==> src/rtl/uart_pkg.sv <==
// Shared types and constants for the memory-mapped UART transmitter.
package uart_pkg;

   typedef enum logic [1:0] {
      IDLE,
      START,
      DATA,
      STOP
   } uart_state_t;

   localparam int ST_FULL    = 0;
   localparam int ST_EMPTY   = 1;
   localparam int ST_BUSY    = 2;
   localparam int ST_OVF     = 3;
   localparam int ST_CNT_LSB = 8;

   localparam logic [31:0] DEF_TX_ADDR   = 32'h1000_0000;
   localparam logic [31:0] DEF_STAT_ADDR = 32'h1000_0004;

endpackage

==> src/rtl/sync_fifo.sv <==
// Single-clock FIFO with fall-through read data.
// A push into a full FIFO is taken only alongside a pop.
module sync_fifo #(
   parameter  int unsigned WIDTH = 8,
   parameter  int unsigned DEPTH = 8,
   localparam int unsigned AW    = $clog2(DEPTH),
   localparam int unsigned CW    = AW + 1
) (
   input  logic             clk,
   input  logic             rst,
   input  logic             push,
   input  logic [WIDTH-1:0] din,
   input  logic             pop,
   output logic [WIDTH-1:0] dout,
   output logic             full,
   output logic             empty,
   output logic [CW-1:0]    count
);

   logic [WIDTH-1:0] mem [DEPTH];
   logic [AW-1:0]    wr_ptr;
   logic [AW-1:0]    rd_ptr;
   logic [CW-1:0]    count_q;
   logic             do_push;
   logic             do_pop;

   assign full    = (count_q == CW'(DEPTH));
   assign empty   = (count_q == '0);
   assign count   = count_q;
   assign dout    = mem[rd_ptr];
   assign do_pop  = pop && !empty;
   assign do_push = push && (!full || do_pop);

   always_ff @(posedge clk) begin
      if (do_push) mem[wr_ptr] <= din;
   end

   always_ff @(posedge clk or posedge rst) begin
      if (rst) begin
         wr_ptr  <= '0;
         rd_ptr  <= '0;
         count_q <= '0;
      end else begin
         if (do_push) wr_ptr <= wr_ptr + 1'b1;
         if (do_pop)  rd_ptr <= rd_ptr + 1'b1;
         unique case ({do_push, do_pop})
            2'b10:   count_q <= count_q + 1'b1;
            2'b01:   count_q <= count_q - 1'b1;
            default: count_q <= count_q;
         endcase
      end
   end

endmodule

==> src/rtl/mmio_uart_tx.sv <==
// Store-driven 8N1 UART transmitter on the core data-memory port,
// with a pollable status word.
module mmio_uart_tx
   import uart_pkg::*;
#(
   parameter int unsigned CLKS_PER_BIT = 16,
   parameter int unsigned FIFO_DEPTH   = 8,
   parameter logic [31:0] TX_ADDR      = DEF_TX_ADDR,
   parameter logic [31:0] STAT_ADDR    = DEF_STAT_ADDR
) (
   input  logic        clk,
   input  logic        rst,
   input  logic        mem_write,
   input  logic [31:0] addr,
   input  logic [31:0] wdata,
   output logic        sel,
   output logic [31:0] rdata,
   output logic        tx,
   output logic        busy
);

   localparam int unsigned CNT_W = $clog2(CLKS_PER_BIT);
   localparam int unsigned CW    = $clog2(FIFO_DEPTH) + 1;
   localparam logic [CNT_W-1:0] CNT_LAST = CNT_W'(CLKS_PER_BIT - 1);

   uart_state_t      state_q, state_n;
   logic [CNT_W-1:0] cnt_q, cnt_n;
   logic [2:0]       bit_q, bit_n;
   logic [7:0]       shreg_q, shreg_n;
   logic             tx_n;
   logic             ovf_q;

   logic             hit_tx;
   logic             hit_stat;
   logic             push;
   logic             pop;
   logic [7:0]       fifo_dout;
   logic             fifo_full;
   logic             fifo_empty;
   logic [CW-1:0]    fifo_count;
   logic             unused_wdata;

   assign hit_tx       = (addr == TX_ADDR);
   assign hit_stat     = (addr == STAT_ADDR);
   assign sel          = hit_tx || hit_stat;
   assign push         = mem_write && hit_tx;
   assign unused_wdata = ^{wdata[31:8]};

   sync_fifo #(
      .WIDTH (8),
      .DEPTH (FIFO_DEPTH)
   ) u_fifo (
      .clk   (clk),
      .rst   (rst),
      .push  (push),
      .din   (wdata[7:0]),
      .pop   (pop),
      .dout  (fifo_dout),
      .full  (fifo_full),
      .empty (fifo_empty),
      .count (fifo_count)
   );

   always_comb begin
      rdata = '0;
      if (hit_stat) begin
         rdata[ST_FULL]           = fifo_full;
         rdata[ST_EMPTY]          = fifo_empty;
         rdata[ST_BUSY]           = busy;
         rdata[ST_OVF]            = ovf_q;
         rdata[ST_CNT_LSB +: CW]  = fifo_count;
      end
   end

   // A dropped push outranks a clear landing on the same edge.
   always_ff @(posedge clk or posedge rst) begin
      if (rst) begin
         ovf_q <= 1'b0;
      end else if (push && fifo_full && !pop) begin
         ovf_q <= 1'b1;
      end else if (mem_write && hit_stat && wdata[ST_OVF]) begin
         ovf_q <= 1'b0;
      end
   end

   always_ff @(posedge clk or posedge rst) begin
      if (rst) begin
         state_q <= IDLE;
         cnt_q   <= '0;
         bit_q   <= '0;
         shreg_q <= '0;
         tx      <= 1'b1;
         busy    <= 1'b0;
      end else begin
         state_q <= state_n;
         cnt_q   <= cnt_n;
         bit_q   <= bit_n;
         shreg_q <= shreg_n;
         tx      <= tx_n;
         busy    <= (state_n != IDLE);
      end
   end

   always_comb begin
      state_n = state_q;
      cnt_n   = cnt_q;
      bit_n   = bit_q;
      shreg_n = shreg_q;
      tx_n    = tx;
      pop     = 1'b0;
      unique case (state_q)
         IDLE: begin
            cnt_n = '0;
            tx_n  = 1'b1;
            if (!fifo_empty) begin
               pop     = 1'b1;
               shreg_n = fifo_dout;
               tx_n    = 1'b0;
               state_n = START;
            end
         end
         START: begin
            if (cnt_q == CNT_LAST) begin
               cnt_n   = '0;
               bit_n   = '0;
               tx_n    = shreg_q[0];
               state_n = DATA;
            end else begin
               cnt_n = cnt_q + 1'b1;
            end
         end
         DATA: begin
            if (cnt_q == CNT_LAST) begin
               cnt_n = '0;
               if (bit_q == 3'd7) begin
                  tx_n    = 1'b1;
                  state_n = STOP;
               end else begin
                  bit_n   = bit_q + 1'b1;
                  shreg_n = shreg_q >> 1;
                  tx_n    = shreg_q[1];
               end
            end else begin
               cnt_n = cnt_q + 1'b1;
            end
         end
         STOP: begin
            if (cnt_q == CNT_LAST) begin
               cnt_n = '0;
               // Chain straight into the next start bit when data waits.
               if (!fifo_empty) begin
                  pop     = 1'b1;
                  shreg_n = fifo_dout;
                  tx_n    = 1'b0;
                  state_n = START;
               end else begin
                  tx_n    = 1'b1;
                  state_n = IDLE;
               end
            end else begin
               cnt_n = cnt_q + 1'b1;
            end
         end
         default: state_n = IDLE;
      endcase
   end

endmodule

==> config.mk <==
export PLATFORM = sky130hd
export DESIGN_NAME = mmio_uart_tx
export DESIGN_NICKNAME = d
export VERILOG_FILES = /design/src/rtl/uart_pkg.sv /design/src/rtl/sync_fifo.sv /design/src/rtl/mmio_uart_tx.sv
export SDC_FILE = /design/constraint.sdc
export NUM_CORES = 1
export LEC_CHECK = 0
export CAP_MARGIN = 20
export CELL_PAD_IN_SITES_DETAIL_PLACEMENT = 0
export CELL_PAD_IN_SITES_GLOBAL_PLACEMENT = 1
export CORE_UTILIZATION = 41
export DETAILED_ROUTE_END_ITERATION = 7
export PLACE_DENSITY = 0.84
export SYNTH_ARGS = -nofsm -noshare
export SYNTH_HDL_FRONTEND = slang
export SYNTH_HIERARCHICAL = 1
export SYNTH_SLANG_ARGS = --single-unit
==> constraint.sdc <==
create_clock -name clk -period 4.35 [get_ports clk]
set_input_delay 0.435 -clock clk [delete_from_list [all_inputs] [get_ports clk]]
set_output_delay 0.435 -clock clk [all_outputs]
set_load 0.005 [all_outputs]
==> flow_summary.json <==
{
  "synth_area_sq_um": 4620,
  "grt_pass1_wl_mm": 13.0,
  "finalSetupViolCount": 0,
  "ys_ff_latch": 94,
  "arrival_ns": 3.89,
  "worst_clock_skew_ns": 0.0103,
  "std_cell_rows": 38,
  "r2r_cells": 11,
  "h-tree-depth": 3,
  "area_growth_syn_to_layout_pct": 16.6,
  "hpwl_mm": 5.55,
  "grt_max_degree": 21,
  "drtIter0Drc": 82,
  "cts_tree": "done",
  "pwr_density_cell_nw_per_um2": 293,
  "slew_headroom_pct": 33.3,
  "nets": 451,
  "rsz0062_at_grt": "false",
  "dieHeight_um": 108,
  "min_period_ns": 3.58,
  "num_vias": 2631,
  "cts_made_buffers": 9,
  "slowest_stage": "nor3_1",
  "overflow": 0,
  "cts_root_buf": "clkbuf_8",
  "drt-total-wl_mm": 7.92,
  "hold_class": "in -> async",
  "finalHoldViolCount": 0,
  "antenna_cells": 0,
  "synthAdderAreaFrac_pct": 3.69,
  "outcome": "finished clean",
  "clk-insertion-delay-late_ns": 0.36,
  "ant_nets": 0,
  "ir_worst_vdd_mv": 0.232,
  "gp_congestion": 0.712,
  "finalInstanceArea_sq_um": 5380,
  "final.setup.tns_ns": 0,
  "ctsHoldBuffers": 0,
  "crit_path_cell_trace": "or3_1 > nor2_1 > nor3_1 > o21ai_2 > or2_2 > inv_1 > ha_1 > or2_2 > nand3_1 > mux2_2 > nand3b_1",
  "grt_usage_pct": 15.0,
  "synthFlopType": "edfxtp_1",
  "cellLeakagePower_nw": 2.03,
  "start_util_pct": 42.4,
  "drc_errors": 0,
  "placed_area_sq_um": 5180,
  "cp_max_fo": 9,
  "post-route-util_pct": 49.4,
  "synth-xor-area-share_pct": 1.33,
  "cts_sinks": 94,
  "start_kind": "flop",
  "wl_per_cell_um": 15.4,
  "first_global_vias": 2613,
  "max_clock_freq_ghz": 0.279,
  "reg2reg_from": "u_fifo/count[1]",
  "post_cts_resize_count": 0,
  "die_width_um": 108,
  "clk_pin_slew_ns": 0.10,
  "synth_edf_count": 64,
  "synth-compound-area-share_pct": 5.56,
  "slew_viol_final": 0,
  "yosys.cell_types.count": 56,
  "reg2reg_setup_slack_ns": 0.77,
  "ys_seq_area_share_pct": 57.9,
  "max-clock-path-buffers": 2,
  "synthArstFlopShare_pct": 31.9,
  "muxShareOfSynthArea_pct": 15.8,
  "ys_warn_count": 6,
  "finalCritPeriodShare_pct": 82.3,
  "dieArea_sq_um": 11700,
  "synthCells": 311,
  "dr.pass1.iters": 6,
  "pin_count": 102,
  "slowest_delay_ns": 0.84,
  "end_kind": "flop",
  "portBuffers": 53,
  "tightest_slew_ns": 0.992,
  "antenna_found_initial": 0,
  "worstReg2RegEnd": "u_fifo/count[3]",
  "cap_violations": 0,
  "avgSynthCellArea_sq_um": 14.8,
  "synth_top_family_by_area": "multiplexers",
  "core_sq_um": 10900,
  "via_per_inst": 5.10,
  "crit_type": "reg -> reg",
  "critPathRequiredTime_ns": 4.66,
  "final_layout_size_suffix_gt1_share_pct": 19.4,
  "cpMostUsedCell": "or2_2",
  "cts_setup_buffers": 0,
  "synth-simple-area-share_pct": 8.62
}
[report_power, final]
part           switching [mW]  internal, mW
sequential     0.000000000359         0.956
clock                   0.337         0.226
combinational          0.0229        0.0341
total                   0.360          1.22
[metrics by stage]
step	total power [mW]	instances	hold slack, ns	worst slack, ns
global placement	1.03	500	0.475	0.890
floorplan	1.00	334	0.275	1.23
global route	1.63	516	0.413	0.480
detailed placement	1.03	500	0.485	0.786
finish	1.58	516	0.374	0.770
CTS	1.60	516	0.376	0.756
[layer usage]
layer | wire (um) | GRT usage, % | up-vias | part of all wire (%)
met4 | 121 | 5.58 | 0 | 1.5
met5 | 0 | 0 | - | 0
met3 | 411 | 3.25 | 12 | 5.2
met2 | 4030 | 26.3 | 86 | 51
met1 | 3360 | 18.1 | 1284 | 42
li1 | - | - | 1249 | -
[logic make-up (layout without fill, tap and decap cells)]
| logic type | Yosys count | count (layout) |
|---|---|---|
| buf+inv | 45 | 87 |
| compound gates | 31 | 31 |
| fa+ha+maj | 13 | 13 |
| simple gates | 74 | 74 |
| xor+xnor | 7 | 7 |
| other cells | 1 | 24 |
| flops | 94 | 94 |
| mux | 46 | 46 |
[layout make-up]
type                    instances  area [sq um]
fillers                       910          5500
flip-flops and latches         94          2670
well taps                     140           175
clock inverters                 7          77.6
repair buffers                 61           591
inverters                      10          37.5
clock buffers                   9           124
multi-input cells             195          1710
[sequential cells by signal, indices dropped and copies added (netlist names)]
register       flops
busy               1
u_fifo/wr_ptr      3
u_fifo/mem        64
bit_q              3
shreg_q            8
state_q            2
ovf_q              1
u_fifo/rd_ptr      3
cnt_q              4
tx                 1
u_fifo/count       4
[synth_stat cells (2+ instances only)]
cell / count / area, sq um
nor3_1: 6 / 30.0
inv_1: 10 / 37.5
a21bo_2: 2 / 20.0
buf_6: 2 / 22.5
nand2b_1: 4 / 25.0
or2_2: 2 / 12.5
or3_1: 2 / 12.5
buf_2: 2 / 10.0
edfxtp_1: 64 / 1920
nand2_1: 13 / 48.8
nand3b_1: 2 / 15.0
a41oi_1: 2 / 17.5
mux4_2: 8 / 180
mux2i_1: 2 / 20.0
a211o_1: 2 / 17.5
nor4_1: 7 / 43.8
ha_1: 12 / 150
mux4_1: 8 / 210
clkbuf_1: 3 / 11.3
nand4_1: 4 / 25.0
dfrtp_1: 29 / 726
a21oi_1: 4 / 20.0
nor2_1: 16 / 60.1
and2_1: 8 / 50.1
nand3_1: 2 / 10.0
o31ai_1: 2 / 15.0
xor2_1: 2 / 17.5
o21ai_0: 4 / 20.0
nor2b_1: 3 / 18.8
xnor2_1: 5 / 43.8
nor3b_1: 2 / 15.0
mux2_2: 27 / 304
clkbuf_8: 3 / 41.3
a31oi_1: 2 / 12.5
buf_4: 24 / 180
[worst max-delay path: cells and delay by family, from the launching register on]
family	cells	cell delay (ns)
compound gates	1	0.20
fa+ha+maj	1	0.24
buf+inv	1	0.08
flops	1	0.41
mux	1	0.34
simple gates	7	2.24
[worst max path at each step]
stage | startpoint | endpoint | slack (ns) | depth (start not counted)
floorplan | state_q[0] | u_fifo/count[3] | 1.23 | 11
global placement | u_fifo/count[1] | u_fifo/count[3] | 0.89 | 11
detailed placement | u_fifo/count[1] | u_fifo/count[3] | 0.79 | 11
CTS | u_fifo/count[1] | u_fifo/count[3] | 0.76 | 11
global route | u_fifo/count[1] | u_fifo/count[3] | 0.48 | 11
finish | u_fifo/count[1] | u_fifo/count[3] | 0.77 | 11
[cell usage in the layout (no fill, tap or decap), drive strengths merged, types with 12 or more instances in the layout]
cell,instances
mux4,16
nor2,16
mux2,28
inv,13
conb,24
edfxtp,64
clkdlybuf4s50,53
nand2,13
dfrtp,29
ha,12
No activity file was read; power rests on OpenSTA's default activity.
